### src/rtl/pipe_ctrl_if.sv
// Pipeline-control bus: per-stage stall requests and exception redirect in,
// hold mask, flush/redirect and performance counters out.
interface pipe_ctrl_if #(
   parameter int NSTAGE = 6,
   parameter int PC_W   = 32,
   parameter int CNT_W  = 32
) ();
   logic [NSTAGE-1:0] stallreq;
   logic              except_req;
   logic [PC_W-1:0]   except_pc;
   logic              clr_cnt;
   logic [NSTAGE-1:0] stall;
   logic              flush;
   logic [PC_W-1:0]   new_pc;
   logic [CNT_W-1:0]  stall_cnt;
   logic [CNT_W-1:0]  flush_cnt;
   logic              stall_timeout;

   modport master (
      output stallreq, except_req, except_pc, clr_cnt,
      input  stall, flush, new_pc, stall_cnt, flush_cnt, stall_timeout
   );

   modport slave (
      input  stallreq, except_req, except_pc, clr_cnt,
      output stall, flush, new_pc, stall_cnt, flush_cnt, stall_timeout
   );
endinterface

### src/rtl/pipe_ctrl.sv
// Pipeline hazard controller: thermometer stall mask, timed flush with PC
// redirect, and saturating stall/flush counters with a sticky stall timeout.
//
// state   | meaning
// --------+-------------------------------------------------------------
// S_IDLE  | normal operation, stall mask follows stallreq
// S_FLUSH | flush asserted for FLUSH_CYC cycles, stall forced to zero
module pipe_ctrl #(
   parameter int NSTAGE    = 6,
   parameter int PC_W      = 32,
   parameter int CNT_W     = 32,
   parameter int FLUSH_CYC = 1,
   parameter int STALL_TMO = 1024
) (
   input  logic        clk,
   input  logic        rst,
   pipe_ctrl_if.slave  bus
);
   localparam int CW = $clog2(STALL_TMO + 1);
   localparam logic [3:0]       FL_LOAD = 4'(FLUSH_CYC - 1);
   localparam logic [CW-1:0]    TMO_M1  = CW'(STALL_TMO - 1);
   localparam logic [CW-1:0]    TMO_MAX = CW'(STALL_TMO);
   localparam logic [CNT_W-1:0] CNT_ONE = CNT_W'(1);

   typedef enum logic {S_IDLE, S_FLUSH} state_t;

   state_t            state_q, state_d;
   logic [3:0]        fl_cnt_q, fl_cnt_d;
   logic [PC_W-1:0]   new_pc_q, new_pc_d;
   logic [CNT_W-1:0]  stall_cnt_q, stall_cnt_d;
   logic [CNT_W-1:0]  flush_cnt_q, flush_cnt_d;
   logic [CW-1:0]     consec_q, consec_d;
   logic              tmo_q, tmo_d;
   logic [NSTAGE-1:0] mask;
   logic              seen;
   logic              stall_nz;
   logic              flush_start;

   // Highest requesting stage holds itself and everything upstream of it.
   always_comb begin
      mask = '0;
      seen = 1'b0;
      for (int k = NSTAGE - 1; k >= 0; k--) begin
         seen    = seen | bus.stallreq[k];
         mask[k] = seen;
      end
      if (rst || state_q != S_IDLE) mask = '0;
   end

   assign stall_nz = |mask;

   always_comb begin
      state_d     = state_q;
      fl_cnt_d    = fl_cnt_q;
      new_pc_d    = new_pc_q;
      flush_start = 1'b0;
      case (state_q)
         S_IDLE: begin
            if (bus.except_req) begin
               state_d     = S_FLUSH;
               fl_cnt_d    = FL_LOAD;
               new_pc_d    = bus.except_pc;
               flush_start = 1'b1;
            end
         end
         S_FLUSH: begin
            if (fl_cnt_q == 4'd0) state_d = S_IDLE;
            else                  fl_cnt_d = fl_cnt_q - 4'd1;
         end
         default: state_d = S_IDLE;
      endcase
   end

   always_comb begin
      stall_cnt_d = stall_cnt_q;
      flush_cnt_d = flush_cnt_q;
      consec_d    = consec_q;
      tmo_d       = tmo_q;
      if (bus.clr_cnt) begin
         stall_cnt_d = '0;
         flush_cnt_d = '0;
         consec_d    = '0;
         tmo_d       = 1'b0;
      end else begin
         if (stall_nz && stall_cnt_q != '1) stall_cnt_d = stall_cnt_q + CNT_ONE;
         if (flush_start && flush_cnt_q != '1) flush_cnt_d = flush_cnt_q + CNT_ONE;
         if (!stall_nz)              consec_d = '0;
         else if (consec_q < TMO_MAX) consec_d = consec_q + CW'(1);
         if (stall_nz && consec_q >= TMO_M1) tmo_d = 1'b1;
      end
   end

   always_ff @(posedge clk) begin
      if (rst) begin
         state_q     <= S_IDLE;
         fl_cnt_q    <= '0;
         new_pc_q    <= '0;
         stall_cnt_q <= '0;
         flush_cnt_q <= '0;
         consec_q    <= '0;
         tmo_q       <= 1'b0;
      end else begin
         state_q     <= state_d;
         fl_cnt_q    <= fl_cnt_d;
         new_pc_q    <= new_pc_d;
         stall_cnt_q <= stall_cnt_d;
         flush_cnt_q <= flush_cnt_d;
         consec_q    <= consec_d;
         tmo_q       <= tmo_d;
      end
   end

   assign bus.stall         = mask;
   assign bus.flush         = (state_q == S_FLUSH);
   assign bus.new_pc        = new_pc_q;
   assign bus.stall_cnt     = stall_cnt_q;
   assign bus.flush_cnt     = flush_cnt_q;
   assign bus.stall_timeout = tmo_q;
endmodule

### src/flat_wrapper.sv
// flat-port wrapper written by rule: the top's interface ports become plain ports
module pipe_ctrl_flat 
#(
   parameter int NSTAGE    = 6,
   parameter int PC_W      = 32,
   parameter int CNT_W     = 32,
   parameter int FLUSH_CYC = 1,
   parameter int STALL_TMO = 1024
)
  (clk, rst, bus_stallreq, bus_except_req, bus_except_pc, bus_clr_cnt, bus_stall, bus_flush, bus_new_pc, bus_stall_cnt, bus_flush_cnt, bus_stall_timeout);
  pipe_ctrl_if #(.NSTAGE(NSTAGE), .PC_W(PC_W), .CNT_W(CNT_W)) bus_i ();
  input  logic clk;
  input  logic rst;
  input wire logic [$bits(bus_i.stallreq)-1:0] bus_stallreq;
  input wire logic [$bits(bus_i.except_req)-1:0] bus_except_req;
  input wire logic [$bits(bus_i.except_pc)-1:0] bus_except_pc;
  input wire logic [$bits(bus_i.clr_cnt)-1:0] bus_clr_cnt;
  output wire logic [$bits(bus_i.stall)-1:0] bus_stall;
  output wire logic [$bits(bus_i.flush)-1:0] bus_flush;
  output wire logic [$bits(bus_i.new_pc)-1:0] bus_new_pc;
  output wire logic [$bits(bus_i.stall_cnt)-1:0] bus_stall_cnt;
  output wire logic [$bits(bus_i.flush_cnt)-1:0] bus_flush_cnt;
  output wire logic [$bits(bus_i.stall_timeout)-1:0] bus_stall_timeout;
  assign bus_i.stallreq = bus_stallreq;
  assign bus_i.except_req = bus_except_req;
  assign bus_i.except_pc = bus_except_pc;
  assign bus_i.clr_cnt = bus_clr_cnt;
  assign bus_stall = bus_i.stall;
  assign bus_flush = bus_i.flush;
  assign bus_new_pc = bus_i.new_pc;
  assign bus_stall_cnt = bus_i.stall_cnt;
  assign bus_flush_cnt = bus_i.flush_cnt;
  assign bus_stall_timeout = bus_i.stall_timeout;
  pipe_ctrl #(.NSTAGE(NSTAGE), .PC_W(PC_W), .CNT_W(CNT_W), .FLUSH_CYC(FLUSH_CYC), .STALL_TMO(STALL_TMO)) u_core (.clk(clk), .rst(rst), .bus(bus_i));
endmodule
### config.mk
export PLATFORM = sky130hd
export DESIGN_NAME = pipe_ctrl_flat
export DESIGN_NICKNAME = d
export VERILOG_FILES = /design/src/rtl/pipe_ctrl_if.sv /design/src/rtl/pipe_ctrl.sv /design/src/flat_wrapper.sv
export SDC_FILE = /design/constraint.sdc
export NUM_CORES = 1
export LEC_CHECK = 0
export CAP_MARGIN = 25
export CORE_ASPECT_RATIO = 1.2
export CORE_MARGIN = 5
export CORE_UTILIZATION = 63
export DETAILED_ROUTE_END_ITERATION = 10
export DONT_BUFFER_PORTS = 1
export PLACE_DENSITY = 0.77
export SLEW_MARGIN = 10
export SYNTH_ARGS = -nofsm -noshare
export SYNTH_HDL_FRONTEND = slang
export SYNTH_SLANG_ARGS = --single-unit
export TNS_END_PERCENT = 20
### constraint.sdc
create_clock -name clk -period 2.6 [get_ports clk]
set_clock_uncertainty 0.2 [all_clocks]
set_input_delay 0.52 -clock clk [delete_from_list [all_inputs] [get_ports clk]]
set_output_delay 0.52 -clock clk [all_outputs]
set_load 0.05 [all_outputs]
Word-level counts from Yosys, hierarchy flattened
Index checks and enable logic that the tools add are counted.

storage, ports and cells
  bits in registers = 113
  input bits = 42
  output and inout bits = 104
  logic and storage cells = 42

cells by class
  add/sub/neg operators = 4
  order comparisons = 2
  eq/ne operators = 4
  mux-type cells = 8
  bitwise logic cells = 7
  reduce and logical (&&, ||, !) cells = 10

operators by type and width
  operator                 count
  $add A32 B1 Y32 const B  2
  $ne A32 B32 Y1 const B   2
  $add A11 B1 Y11 const B  1
  $ge A11 B10 Y1 const B   1
  $lt A11 B11 Y1 const B   1
  $mux W4                  2
  $pmux W4 S2              1
  $mux W6                  1
  $reduce_or A6 Y1         1
  $or A1 B1 Y1             5
  $logic_not A4 Y1         1
  $ne A2 B2 Y1 const B     2
  $reduce_and A2 Y1        2
  $sub A4 B1 Y4 const B    1
  $logic_and A1 B1 Y1      3
  $mux W1                  3
  $reduce_or A3 Y1         1
  $not A1 Y1               2
  $pmux W1 S2              1
  $reduce_or A2 Y1         1
  $logic_or A1 B1 Y1       1

Longest topological paths before layout
Gate-level depths: netlist (run 1).

  depth after elaboration = 9
  depth in mapped cells = 8
  gate-level depth less buffers = 7

Least setup slack after synthesis (run 1)
OpenSTA, ideal clock, no wires.

  path kind = flip-flop to flip-flop
  from = register u_core.flush_cnt_q[1] (netlist: u_core.bus.flush_cnt[1])
  to = register u_core.flush_cnt_q[18] (netlist: u_core.bus.flush_cnt[18])
  setup time = 70 ps
  data arrival time = 2488 ps
  required time = 2330 ps
  slack = -159 ps
  stages on the path, launching flop included = 8
  path buffers = 1
  period minus slack after synthesis = 2759 ps
  path through = dfxtp_1 > ha_1 > and3_1 > or4b_1 > buf_2 > a41o_1 > or4_1 > a21oi_1

between the ends
  word-level cells in the longest chain between the ends = 2
  elaborated cells between the ends (all ways) = 3
  those cells by class = 1 x add/sub; 1 x eq/ne; 1 x reduce/logical

RTL lines
  what                                                                     line              source
  from (decl)                                                              pipe_ctrl.sv:31   logic [CNT_W-1:0] flush_cnt_q, flush_cnt_d;
  from (signal assigned)                                                   pipe_ctrl.sv:107  flush_cnt_q <= flush_cnt_d;
  parallel branches: the longest is 2 deep, another holds $add A32 B1 Y32  -

Several ways; the timed one is not identified.
A chain may end at the register's enable or synchronous reset.

Worst setup path after layout (run 1)
  from = register u_core.flush_cnt_q[1] (netlist: u_core.bus.flush_cnt[1])
  to = register u_core.flush_cnt_q[17] (netlist: u_core.bus.flush_cnt[17])

Same word-level chain as after synthesis.

==> reports/results.ini, run 1 <==
[outcome]
status = finished clean

[grt]
grt_start_max_net_pins = 41
use_met2_pct = 55.11
number_of_global_route_vias_before_repair = 5197
gr-usage-all-layers_pct = 31.12
grtUsageMet3_pct = 10.28
grt_first_pass_wirelength_um = 25050
grt_antenna_before_repair = 0
use_met1_pct = 33.57
globalRoute.busiestLayer = met2
grt-ovfl-total = 0

[layout]
post_route_cells_drive_above_1_share_pct = 19.41
seq_area_um2 = 2272
fillCellCount = 466
finish.cell_count_without_fillers = 842
final_net_count = 780
ant_diodes = 0
area.growth.synth_to_final_pct = 31.16
multiInputGateArea_um2 = 2719

[pwr]
power.net_switching_mw = 1.191
sw_frac_of_total_pct = 27.43
share_seq_of_total_power_pct = 43.7
clockPowerShare_pct = 50.6
ir_drop_worst_case_vdd_mv = 0.5953
power_frac_comb_pct = 5.7
power.static_leakage_nw = 2.444
cellPowerDensity_nw_per_um2 = 645.0
internal_power_mw = 3.150

[drt]
antenna_left = 0
drt_pre_antenna_iters = 5
drc_errors = 0
drtIter0Drc = 374
detail_route.vias_per_cell = 6.347
postRouteWirelength_um = 15550
vias = 5344
detail_route.wl_per_cell_um = 18.47

[critical_path]
cp-startpoint = u_core.bus.flush_cnt[1]
endpoint_kind = flip-flop
worstReg2RegStart = u_core.bus.flush_cnt[1]
cp.buffers_inverters = 2
arrival_ns = 2.75
cpPeakStageDelay_ns = 0.43
cp-start-kind = flip-flop
cpMaxStageDelayCell = nor4_1
crit_chain = buf_4 > nand2_1 > nor4_1 > o21ai_0 > clkbuf_2 > or4_1 > a21oi_1
critPathRequiredTime_ns = 2.85
crit_family = simple AND/OR/NAND/NOR gates
worst_path_class_setup = reg -> reg
crit_path_max_fanout = 8
setup.reg_to_reg.worst_slack_ns = 0.1

[synth]
synth_area_per_cell_um2 = 8.197
count_of_synthesis_stage_warnings_from_yosys = 0
synth_area_leader_cell = dfxtp_1
post_synth_inst_count = 626
synth_area_leaders = dfxtp_1, a21oi_1, nand2_1, o31ai_1, or4_1
top_reg_cell_synth = dfxtp_1
syn_area_um2 = 5131
synthDominantCellAreaShare_pct = 44.09
synth.ff_latch_count = 113
synth_enable_flop_cells = 0
synth_common_cells = dfxtp_1, nand2_1, a21oi_1, nor2_1, clkbuf_1
mappedNetlistNets = 672
asyncSetResetFlopFracSynth_pct = 0
yosysMostFrequentCell = dfxtp_1
synth-seq-area-share_pct = 44.09
synth_cell_types = 49

[sta]
min_period_over_period_pct = 96.24
slew_viol_final = 0
slew_at_the_pin_closest_to_its_max_slew_limit_ns = 0.7933
worst_slew_margin_rel_pct = 46.66
post-route-min-period_ns = 2.502
max_freq_mhz = 399.7
grt_setup_unrepaired = false
finalHoldViolations = 0
hold_slack_ns = 0.09221
setup_viol = 0

[die]
die_area_um2 = 10060
die_y_um = 108.9
dieWidth_um = 92.39
placement_rows = 36
coreArea_um2 = 8018
start_util_pct = 64.00
io_pins = 146

[clocking]
cts_tree = built
clock_sinks = 113
cts-buffers-inserted = 17
clock_insertion_delay_worst_skew_ns = 0.52
clock-root-buffer = clkbuf_8
clock_path_buffers = 2
htree_num_levels = 4
path_clk_slew_ns = 0.06

[placed_design]
gp_congestion = 0.9443
portBuffers = 0
placed_cells = 774
dpl.hpwl_um = 9617

[run]
cap_viol_max_count = 0

[min_path]
hold_path_class = in -> reg
hold_path_startpoint = rst

-- per-layer routing --
layer  share of wire, %  vias up
met5                  0        -
met4                3.1        0
met3                8.9       46
met2                 51      271
met1                 37     2507
li1                   -     2520
-- cell families (layout without fill, tap and decap cells) --
group | after synthesis | in the layout | share of synthesized area [%]
xor gates and xnor gates | 19 | 19 | 3.243
buffers and inverters | 43 | 163 | 3.535
AOI/OAI and AO/OA | 158 | 159 | 18.63
muxes | 3 | 3 | 0.6096
adders and majority gates | 4 | 4 | 0.9754
DFF | 113 | 113 | 44.09
and+or+nand+nor | 286 | 286 | 28.92
-- registers in the layout, summed over array words and instances, names as in the netlist --
signal                    cells
u_core.bus.stall_cnt         32
u_core.bus.new_pc            32
u_core.bus.flush_cnt         32
u_core.fl_cnt_q               4
u_core.bus.stall_timeout      1
u_core.bus.flush              1
u_core.consec_q              11
-- worst register-to-register path, delay by kind of cell (launching register included) --
kind                   cells  cell delay (ns)
buffers and inverters      2             0.46
DFF                        1             0.33
and+or+nand+nor            3             0.97
AOI/OAI and AO/OA          2             0.46
-- through the flow --
stage	utilization, %	cell area (um^2)	worst slack [ns]	power, mW	TNS (ns)
after floorplan	-	5149	-0.01434	2.069	-0.01434
after global placement	72.19	5788	0.06781	2.106	0
after detailed placement	72.19	5788	-0.02990	2.113	-0.1477
after CTS	83.88	6725	0.1040	4.340	0
after global routing	83.94	6730	0.02501	4.471	0
final	83.94	6730	0.09786	4.341	0
-- power by group through the flow --
stage	combinational, mW	clock [mW]	sequential [mW]
after floorplan	0.133	0	1.94
after global placement	0.175	0	1.93
after detailed placement	0.181	0	1.93
after CTS	0.237	2.21	1.89
after global routing	0.263	2.31	1.90
final	0.246	2.20	1.90
-- path summary, 6_finish.rpt --
kind,cells past startpoint,endpoint
worst max-delay path,7,u_core.bus.flush_cnt[17]
worst min-delay path,2,u_core.bus.new_pc[5]
worst max register to register,7,u_core.bus.flush_cnt[17]
worst min register to register,2,u_core.consec_q[9]
-- cells in the final DEF, fill, tap and decap left out, drive strengths merged, types with 2 or more instances in the layout --
cell type,netlist,final
dfxtp,113,113
nand2,103,103
buf,8,88
a21oi,79,79
nor2,36,36
dlygate4sd3,0,33
or4,27,27
o31ai,25,26
nand3,24,24
or3,24,24
o21ai,23,23
nand4,19,19
clkbuf,26,18
inv,9,16
and3,14,14
xnor2,12,12
nor4,12,12
xor2,7,7
o21a,6,6
and4,6,6
and2,5,5
nor3,5,5
a31oi,5,5
clkinvlp,0,5
o31a,4,4
ha,4,4
or2,3,3
a41o,3,3
a211oi,3,3
o211ai,3,3
nor2b,3,3
a21o,2,2
nand2b,2,2
mux2i,2,2
nand4b,2,2
clkinv,0,2
-- cell type report --
| class | instances | area share [%] |
|---|---|---|
| multi-input cells | 471 | 40.40 |
| flip-flops and latches | 113 | 33.76 |
| repair buffers | 122 | 15.17 |
| clock buffers | 17 | 6.154 |
| clock inverters | 15 | 2.249 |
| well taps | 95 | 1.766 |
| inverters | 9 | 0.5020 |
-- what timing repair did --
item	in CTS	in global routing
hold buffers	34	0
setup buffers	0	0
endpoints found under the hold margin	38	0
endpoints found under the setup margin	8	0
gates resized for setup	1	0
Note: power is estimated with default switching activity, not from simulation.
==> inputs of run 2 (changes only) <==
ABC_AREA = 1   (was not set)
CORE_UTILIZATION = 64   (was 63)
HOLD_SLACK_MARGIN = 0.06   (was not set)
PLACE_DENSITY = 0.78   (was 0.77)
==> run 2 against run 1 <==
  * Area after synthesis up 17%
  * Cell count up 39%
  * Clock power up 7%
  * Setup slack better by 0.13 ns
  * Die area up 14%
  * Fmax up 5.4%
  * Largest cell class unchanged
  * Sequential power up 3%
  * First-iteration DRC count up 18%
  * Flip-flop and latch count unchanged
  * Power up 6.9%
  * Global-route usage up 0.33 points
==> reports/results.ini, run 2 <==
[critical_path]
critPathRequiredTime_ns = 1.88
setup.reg_to_reg.worst_slack_ns = 0.38
endpoint_kind = output pin
worst_path_class_setup = reg -> out
cpPeakStageDelay_ns = 0.39
crit_chain = nor2_1 > nand2_1 > nand2_1
cp-startpoint = u_core.bus.flush
path_common_cell = nand2_1
crit_family = simple AND/OR/NAND/NOR gates
cp.buffers_inverters = 0
cpMaxStageDelayCell = nand2_1
crit_path_max_fanout = 4
arrival_ns = 1.65
worstReg2RegStart = u_core.bus.flush
cp-start-kind = flip-flop

[clocking]
clock-root-buffer = clkbuf_8
path_clk_slew_ns = 0.07
cts_setup_buffers = 0
clock_sinks = 113
cts-buffers-inserted = 17
htree_num_levels = 4
clock_insertion_delay_worst_skew_ns = 0.53
cts_tree = built
clock_path_buffers = 2

[grt]
grt-ovfl-total = 0
grt_start_max_net_pins = 48
grt_first_pass_wirelength_um = 29570
gr-usage-all-layers_pct = 31.45
number_of_global_route_vias_before_repair = 6439
grt_antenna_before_repair = 0

[die]
io_pins = 146
die_area_um2 = 11450
coreArea_um2 = 9129
dieWidth_um = 98.53
placement_rows = 38
die_y_um = 116.2
start_util_pct = 65.94

[pwr]
sw_frac_of_total_pct = 28.80
clockPowerShare_pct = 50.7
internal_power_mw = 3.305
share_seq_of_total_power_pct = 42.1
cellPowerDensity_nw_per_um2 = 618.5
ir_drop_worst_case_vdd_mv = 0.5712
power.net_switching_mw = 1.337
power.static_leakage_nw = 2.956
power_frac_comb_pct = 7.2

[placed_design]
portBuffers = 0
gp_congestion = 0.9474
dpl.hpwl_um = 11860
dp_worst_setup_slack_ns = 0.2408

[sta]
worst_slew_margin_rel_pct = 47.80
slew_viol_final = 0
grt_setup_unrepaired = false
max_freq_mhz = 421.2
post-route-min-period_ns = 2.374
slew_at_the_pin_closest_to_its_max_slew_limit_ns = 0.7821
final.setup.tns_ns = 0
finalHoldViolations = 0
setup_viol = 0
postLayoutSetupSlackWorst_ns = 0.2260
min_period_over_period_pct = 91.31

[synth]
top_reg_cell_synth = dfxtp_1
synth_cell_types = 33
synth.ff_latch_count = 113
asyncSetResetFlopFracSynth_pct = 0
yosysMostFrequentCell = nand2_1
synth_area_leaders = dfxtp_1, nand2_1, nor2_1, inv_1, a21oi_1
synth-seq-area-share_pct = 37.58
synth_area_leader_cell = dfxtp_1
synth_common_cells = nand2_1, nor2_1, dfxtp_1, inv_1
synth_area_per_cell_um2 = 6.411
count_of_synthesis_stage_warnings_from_yosys = 0
mappedNetlistNets = 985
synth_enable_flop_cells = 0
post_synth_inst_count = 939
syn_area_um2 = 6020
synthDominantCellAreaShare_pct = 37.58

[drt]
vias = 6455
antenna_left = 0
drt_pre_antenna_iters = 5
detail_route.vias_per_cell = 5.503
postRouteWirelength_um = 17820
drtIter0Drc = 443
detail_route.wl_per_cell_um = 15.19
drc_errors = 0

[layout]
layout.cells.most_common_list = nand2_1, nor2_1, dfxtp_1
layout.cells.most_common = nand2_1
ant_diodes = 0
fillCellCount = 624
seq_area_um2 = 2262
final_net_count = 1086
multiInputGateArea_um2 = 3294
post_route_cells_drive_above_1_share_pct = 13.20
area.growth.synth_to_final_pct = 24.67

[outcome]
status = finished clean

[min_path]
hold_path_class = in -> reg
hold_path_startpoint = bus_clr_cnt

[run]
cap_viol_max_count = 0

[run 2: changes by cell type in the layout (fill, tap and decap cells not counted), sizes merged, moves of 24 or more]
cell	previous run	this run
nand2	103	304
o31ai	26	0
nor2	36	213
or3	24	0
inv	16	93
or4	27	0
[run 2: what timing repair did]
item                                   in CTS  in global routing
endpoints found under the hold margin      37                  0
gates resized for setup                     0                  0
hold buffers                               34                  0
[run 2: worst reg2reg max path, stage by stage, from the launching register on]
cell and delay, ns:
dfxtp_1 0.33, nor2_1 0.23, nand2_1 0.18, nand3_4 0.26, nand2_4 0.08, inv_1 0.57, nand2_1 0.17, a21oi_2 0.15
[run 2: path summary, 6_finish.rpt]
check                           cells past startpoint                        to
worst max-delay path                                3              bus_stall[1]
worst min register to register                      2        u_core.fl_cnt_q[1]
worst min-delay path                                4  u_core.bus.stall_cnt[20]
worst max register to register                      7  u_core.bus.stall_cnt[15]
[run 2: cell type report]
| cell class | count | share of cell area [%] |
|---|---|---|
| Clock buffer | 18 | 5.702 |
| Clock inverter | 14 | 2.234 |
| Inverter | 83 | 4.185 |
| Multi-Input combinational cell | 718 | 43.90 |
| Sequential cell | 113 | 30.14 |
| Tap cell | 120 | 2.001 |
| Timing Repair Buffer | 107 | 11.84 |
[run 2: power groups by stage]
stage | clock network (mW) | logic [mW] | registers, mW
finish | 2.35 | 0.335 | 1.96
global route | 2.46 | 0.364 | 1.96
CTS | 2.34 | 0.319 | 1.95
detailed placement | 0 | 0.276 | 1.99
global placement | 0 | 0.263 | 1.99
floorplan | 0 | 0.217 | 2.00
[run 2: cells by family (layout without fill, tap and decap cells)]
group | Yosys count | after routing | share of synthesized area [%]
fa+ha+maj | 4 | 4 | 0.8315
simple gates | 577 | 577 | 39.74
buf+inv | 108 | 222 | 7.691
compound gates | 104 | 104 | 9.354
xor+xnor | 33 | 33 | 4.802
flops | 113 | 113 | 37.58
[run 2: metrics by stage]
stage	hold slack, ns	util (%)	total power [mW]	instance area (um^2)	std cells
4_1_cts	0.1588	82.21	4.617	7505	1173
2_1_floorplan	0.2289	-	2.216	6020	939
5_1_grt	0.1816	82.21	4.780	7505	1173
6_report	0.1828	82.21	4.641	7505	1173
3_5_place_dp	0.2471	71.96	2.267	6569	1107
3_3_place_gp	0.2417	71.96	2.253	6569	1107
[run 2: routing by layer]
layer / vias up / routed length [um] / GRT usage, %
li1: 3130 / - / -
met2: 314 / 8763 / 54.62
met1: 2940 / 6732 / 35.17
met5: - / 0 / 0
met3: 71 / 1635 / 9.080
met4: 0 / 690 / 16.39
==> inputs of run 3 (changes only) <==
CAP_MARGIN = not set   (was 25)
==> results of run 3 <==
No change in the layout: final DEF, timing and power equal those of run 2.
